==> config.mk <==
export PLATFORM = sky130hd
export DESIGN_NAME = ring_xfer_ctrl
export DESIGN_NICKNAME = d
export VERILOG_FILES = /design/src/rtl/ring_xfer_ctrl.sv
export SDC_FILE = /design/constraint.sdc
export NUM_CORES = 1
export LEC_CHECK = 0
export CAP_MARGIN = 20
export CORE_ASPECT_RATIO = 1.4
export CORE_MARGIN = 8
export CORE_UTILIZATION = 43
export CTS_CLUSTER_DIAMETER = 120
export DETAILED_ROUTE_END_ITERATION = 12
export HOLD_SLACK_MARGIN = 0.08
export PLACE_DENSITY = 0.87
export SETUP_SLACK_MARGIN = 0.05
export SLEW_MARGIN = 40
export SYNTH_ARGS = -nofsm -noshare
export SYNTH_HDL_FRONTEND = slang
export SYNTH_SLANG_ARGS = --single-unit
export TNS_END_PERCENT = 100
==> constraint.sdc <==
create_clock -name CLK -period 2.2 [get_ports CLK]
set_input_delay 0.55 -clock CLK [delete_from_list [all_inputs] [get_ports CLK]]
set_output_delay 0.55 -clock CLK [all_outputs]
set_load 0.01 [all_outputs]
==> src/rtl/ring_xfer_ctrl.sv <==
// Per-L1A transfer sequencer: ADC sample ring buffer -> event buffer.
// Optional stall watchdog enabled by defining RING_XFER_TMO_EN.
module ring_xfer_ctrl #(
    parameter int WORDS_PER_SAMP = 96,
    parameter int SEQ_W          = 7,
    parameter int SMP_W          = 7,
    parameter int TMO_W          = 16
) (
    input  logic             CLK,
    input  logic             RST_B,
    input  logic             L1A_BUF_MT,
    input  logic             RING_AMT,
    input  logic             EVT_BUF_AFL,
    input  logic             EVT_BUF_AMT,
    input  logic [SMP_W-1:0] SAMP_MAX,
    input  logic [TMO_W-1:0] TMO_LIMIT,
    output logic             LD_ADDR,
    output logic             RD,
    output logic             WORD_LAST,
    output logic             NXT_L1A,
    output logic             XFER_ABORT,
    output logic             BUSY,
    output logic [SMP_W-1:0] SAMP_CNT,
    output logic [3:0]       EVT_STATE
);

    typedef enum logic [3:0] {
        IDLE       = 4'd0,
        LOAD_ADDR  = 4'd1,
        W4DATA     = 4'd2,
        INC_SAMP   = 4'd3,
        READ       = 4'd4,
        LAST       = 4'd5,
        W4_EVT_AMT = 4'd6,
        NEXT_L1A   = 4'd7,
        ABORT      = 4'd8
    } state_t;

    localparam logic [SEQ_W-1:0] LAST_READ_IDX = SEQ_W'(WORDS_PER_SAMP - 2);
    localparam logic [SMP_W-1:0] SAMP_ONES     = {SMP_W{1'b1}};

    state_t             state_reg, state_next;
    logic [SEQ_W-1:0]   word_cnt_reg, word_cnt_next;
    logic [SMP_W-1:0]   samp_cnt_reg, samp_cnt_next;
    logic [SMP_W-1:0]   samp_max_reg;
    logic               ld_addr_reg, ld_addr_next;
    logic               rd_reg, rd_next;
    logic               word_last_reg, word_last_next;
    logic               nxt_l1a_reg, nxt_l1a_next;
    logic               xfer_abort_reg, xfer_abort_next;
    logic               busy_reg, busy_next;
    logic               tmo_hit;

`ifdef RING_XFER_TMO_EN
    logic [TMO_W-1:0]   tmo_cnt_reg, tmo_cnt_next;
    logic               stall_next;

    // Counts consecutive stall cycles; value 1 in the first stall cycle.
    assign stall_next = (state_next == W4DATA) || (state_next == W4_EVT_AMT);
    assign tmo_cnt_next = !stall_next ? '0 :
                          (&tmo_cnt_reg) ? tmo_cnt_reg : tmo_cnt_reg + 1'b1;
    assign tmo_hit = (TMO_LIMIT != '0) && (tmo_cnt_reg >= TMO_LIMIT);

    always_ff @(posedge CLK or negedge RST_B) begin
        if (!RST_B) tmo_cnt_reg <= '0;
        else        tmo_cnt_reg <= tmo_cnt_next;
    end
`else
    logic unused_tmo;
    assign unused_tmo = ^TMO_LIMIT;
    assign tmo_hit    = 1'b0;
`endif

    always_ff @(posedge CLK or negedge RST_B) begin
        if (!RST_B) begin
            state_reg    <= IDLE;
            word_cnt_reg <= '0;
            samp_cnt_reg <= SAMP_ONES;
            samp_max_reg <= '0;
        end else begin
            state_reg    <= state_next;
            word_cnt_reg <= word_cnt_next;
            samp_cnt_reg <= samp_cnt_next;
            if (state_reg == LOAD_ADDR)
                samp_max_reg <= SAMP_MAX;
        end
    end

    always_comb begin
        state_next = state_reg;
        case (state_reg)
            IDLE:       if (!L1A_BUF_MT) state_next = LOAD_ADDR;
            LOAD_ADDR:  state_next = W4DATA;
            W4DATA: begin
                if (tmo_hit)           state_next = ABORT;
                else if (!RING_AMT)    state_next = EVT_BUF_AFL ? W4_EVT_AMT : INC_SAMP;
            end
            W4_EVT_AMT: begin
                if (tmo_hit)           state_next = ABORT;
                else if (EVT_BUF_AMT)  state_next = INC_SAMP;
            end
            INC_SAMP:   state_next = (WORDS_PER_SAMP == 2) ? LAST : READ;
            READ:       if (word_cnt_reg == LAST_READ_IDX) state_next = LAST;
            LAST: begin
                // Stalls are only entered here, so a sample is never split.
                if (samp_cnt_reg == samp_max_reg) state_next = NEXT_L1A;
                else if (EVT_BUF_AFL)             state_next = W4_EVT_AMT;
                else if (RING_AMT)                state_next = W4DATA;
                else                              state_next = INC_SAMP;
            end
            NEXT_L1A:   state_next = IDLE;
            ABORT:      state_next = NEXT_L1A;
            default:    state_next = IDLE;
        endcase
    end

    // Outputs and counters decoded from state_next so they line up with their state.
    always_comb begin
        ld_addr_next    = (state_next == LOAD_ADDR);
        rd_next         = (state_next == INC_SAMP) || (state_next == READ) || (state_next == LAST);
        word_last_next  = (state_next == LAST);
        nxt_l1a_next    = (state_next == NEXT_L1A);
        xfer_abort_next = (state_next == ABORT);
        busy_next       = (state_next != IDLE);
        word_cnt_next   = word_cnt_reg;
        samp_cnt_next   = samp_cnt_reg;
        if (state_next == INC_SAMP) begin
            word_cnt_next = '0;
            samp_cnt_next = samp_cnt_reg + 1'b1;
        end else if (state_next == READ) begin
            word_cnt_next = word_cnt_reg + 1'b1;
        end else if (state_next == IDLE) begin
            samp_cnt_next = SAMP_ONES;
        end
    end

    always_ff @(posedge CLK or negedge RST_B) begin
        if (!RST_B) begin
            ld_addr_reg    <= 1'b0;
            rd_reg         <= 1'b0;
            word_last_reg  <= 1'b0;
            nxt_l1a_reg    <= 1'b0;
            xfer_abort_reg <= 1'b0;
            busy_reg       <= 1'b0;
        end else begin
            ld_addr_reg    <= ld_addr_next;
            rd_reg         <= rd_next;
            word_last_reg  <= word_last_next;
            nxt_l1a_reg    <= nxt_l1a_next;
            xfer_abort_reg <= xfer_abort_next;
            busy_reg       <= busy_next;
        end
    end

    assign LD_ADDR    = ld_addr_reg;
    assign RD         = rd_reg;
    assign WORD_LAST  = word_last_reg;
    assign NXT_L1A    = nxt_l1a_reg;
    assign XFER_ABORT = xfer_abort_reg;
    assign BUSY       = busy_reg;
    assign SAMP_CNT   = samp_cnt_reg;
    assign EVT_STATE  = state_reg;

endmodule
==> impl_summary.log <==
INFO  metric fin_worst_skew = 11.1 ps
INFO  metric kind_of_end_point_of_the_critical_path = flip-flop
INFO  metric reg2reg_to = word_cnt_reg[3]
INFO  metric clk_pin_slew = 70 ps
INFO  metric cts_tree = done
INFO  metric synth_edf_count = 0
INFO  metric gr-usage-all-layers = 14.2%
INFO  metric grtUsageMet1 = 15.8%
INFO  metric hold_viol = 0
INFO  metric top_usage_layer = met2
INFO  metric post_synth_inst_count = 165
INFO  metric die_area = 6120 um2
INFO  metric cts_max_level = 2
INFO  metric placement_rows = 26
INFO  metric buffer_ports.inserted = 29
INFO  metric detail-route-antenna-nets = 0
INFO  metric post_drt_wl_per_cell = 15.9 um
INFO  metric yosys-top-cells-area = dfrtp_1 36%, dfstp_2 11%, mux2_2 6.1%
INFO  metric detail_route.drc_violations = 0
INFO  metric cp_slowest_cell = a311o_2
INFO  metric timing.critical_path.required = 2350 ps
INFO  metric overall_overflow_remaining_after_global_route = 0
INFO  metric kind_of_critical_path = reg -> reg
INFO  metric grt_first_pass_wirelength = 6710 um
INFO  metric primary_flip_flop_cell_chosen_by_synthesis_mapping = dfrtp_1
INFO  metric antenna-diode-count = 0
INFO  metric ys_async_sr_fraction = 100%
INFO  metric design.core.area = 3680 um2
INFO  metric final.min_clock_period = 2100 ps
INFO  metric area_delta_synth_final = 43.7%
INFO  metric grt_max_degree = 32
INFO  metric finalPower = 3370 uW
INFO  metric setup_tns = 0 ps
INFO  metric grt_use_met2 = 23.2%
INFO  metric outcome = finished, final reports clean
INFO  metric total_power_density_per_cell_area = 1420 nW/um2
INFO  metric grt_setup_unrepaired = yes
INFO  metric postSynthAreaPerCell = 10.0 um2
INFO  metric worstSetupPathDepth = 6
INFO  metric worst_path_dominant_cell_family = compound AO/OA/AOI/OAI gates
INFO  metric fp.dieH = 89.4 um
INFO  metric fin_crit_sh = 95.3%
INFO  metric ir_drop = 0.884 mV
INFO  metric synth_largest_area_cell = dfrtp_1
INFO  metric timing.reg2reg.setup_slack = 100 ps
INFO  metric critPathLaunchType = flip-flop
INFO  metric report.final.slew_viol_count = 0
INFO  metric synth_warnings = 0
INFO  metric worst_path_largest_cell_delay = 390 ps
INFO  metric final_layout_size_suffix_gt1_share = 33.0%
INFO  metric cp-endpoint = word_cnt_reg[3]
INFO  metric ys_ff_latch = 31
INFO  metric max_cap_violations = 0
INFO  metric finalWeightedCongestion = 0.841
INFO  metric hold_path_class = reg -> reg
INFO  metric post-dp-hpwl = 2900 um
INFO  metric yosys.cell_count.top_type = dfrtp_1
INFO  metric crit_path_cell_trace = nand2b_4 -> or2_4 -> or3_4 -> a311o_2 -> o21a_4 -> a221o_1
INFO  metric number_of_buffer_and_inverter_instances_along_the_worst_setup_path = 0
INFO  metric design.final.nets = 258
INFO  metric numCtsBuffers = 5
INFO  metric synth_top_cell_area_share = 36.3%
INFO  metric global_route_met3_usage = 4.52%
INFO  metric drt-initial-drc-count = 88
INFO  metric setup_viol_count_final = 0
INFO  metric synth-seq-area-share = 47.4%
INFO  metric max_clock_buf_depth = 2
INFO  metric critPathMaxFanout = 7
INFO  metric syn_area = 1660 um2
INFO  metric vias_per_cell = 5.53
INFO  metric clock_insertion_delay_worst_skew = 280 ps
INFO  metric cts_root_buffer = clkbuf_8
INFO  metric initial_standard_cell_utilization_of_the_core = 45.0%
INFO  metric antenna_found_initial = 0
INFO  metric tritoncts_num_sinks = 31
INFO  metric boundaryPins = 46
INFO  metric final_core_util = 64.7%
INFO  metric regToRegStartpoint = EVT_STATE[1]
INFO  metric first_global_vias = 1512
INFO  metric worst-endpoint-arrival = 2250 ps
INFO  metric p_leak = 0.00110 uW
INFO  metric chipWidth = 68.4 um
INFO  metric reg2regPathDepth = 6
INFO  metric detailroute.via_count = 1487
INFO  metric yosys.cell_types.count = 42
INFO  metric maxClockFrequency = 477 MHz
INFO  metric first_pass_iters = 4
INFO  metric netlist_top_cells_count = 24 x dfrtp_1, 12 x nand2_1, 11 x inv_1
INFO  metric setup.worst_path.start = EVT_STATE[1]
INFO  metric route.final.wire_length = 4270 um
[routing by layer]
metal / vias to the layer above / wire length [um]
li1: 706 / -
met1: 729 / 1670
met2: 45 / 2260
met3: 7 / 259
met4: 0 / 78
met5: - / 0
[layout by cell type, fill, tap and decap left out, types with 4 or more instances in the layout]
cell | Yosys | final
dfrtp_1 | 24 | 23
nor3_1 | 7 | 7
clkbuf_8 | 0 | 6
nor2_1 | 10 | 10
mux2_2 | 9 | 9
inv_1 | 11 | 11
clkdlybuf4s50_1 | 0 | 26
nand4_1 | 4 | 4
buf_4 | 0 | 27
a21oi_2 | 0 | 6
dfstp_2 | 7 | 7
xnor2_1 | 9 | 9
nand2_1 | 12 | 12
a221o_1 | 5 | 5
nand3_1 | 8 | 7
a21oi_1 | 10 | 4
[worst min path at each step]
stage,start,end,cells past startpoint
after floorplan,RST_B,BUSY,0
final,samp_max_reg[4],samp_max_reg[4],1
after CTS,SAMP_CNT[6],SAMP_CNT[6],2
after detailed placement,SAMP_CNT[6],SAMP_CNT[6],2
after global placement,SAMP_CNT[6],SAMP_CNT[6],2
after global routing,SAMP_CNT[6],SAMP_CNT[6],2
[layout make-up]
| type | count | area (um2) |
|---|---|---|
| fillers | 277 | 1300 |
| flip-flops and latches | 31 | 786 |
| repair buffers | 58 | 520 |
| inverters | 11 | 41.3 |
| clock inverters | 1 | 5.00 |
| clock buffers | 7 | 86.3 |
| multi-input cells | 119 | 887 |
| well taps | 42 | 52.6 |
[cell families after synthesis]
logic type / count (synthesis) / synth area share (%)
other: 1 / 0.227
muxes: 9 / 6.12
AOI/OAI and AO/OA: 31 / 13.6
buffers and inverters: 16 / 4.01
and+or+nand+nor: 64 / 21.1
DFF: 31 / 47.4
xor gates and xnor gates: 10 / 5.29
adders and majority gates: 3 / 2.27
[what timing repair did]
item,in CTS,in global routing
setup endpoints to repair,8,13
gates resized for setup,9,11
buffers inserted,4,0
pin swaps,3,16
hold buffers,0,0
[where the power goes]
group          internal (uW)  switching, uW
registers                811            179
clock network            252            208
logic                   1010            912
[worst reg2reg max path, cell delays in order, from the launching register on]
cell and delay [ps]:
dfrtp_1 370, nand2b_4 150, or2_4 250, or3_4 330
a311o_2 390, o21a_4 150, a221o_1 320
[through the flow]
step	hold slack (ps)	setup WS [ps]	area [um2]	instances
after floorplan	254	44.1	1670	166
after global placement	504	-425	2180	257
after detailed placement	510	-443	2180	257
after CTS	520	46.2	2330	269
after global routing	547	27.3	2380	269
final	531	104	2380	269
No activity file was read; power rests on OpenSTA's default activity.
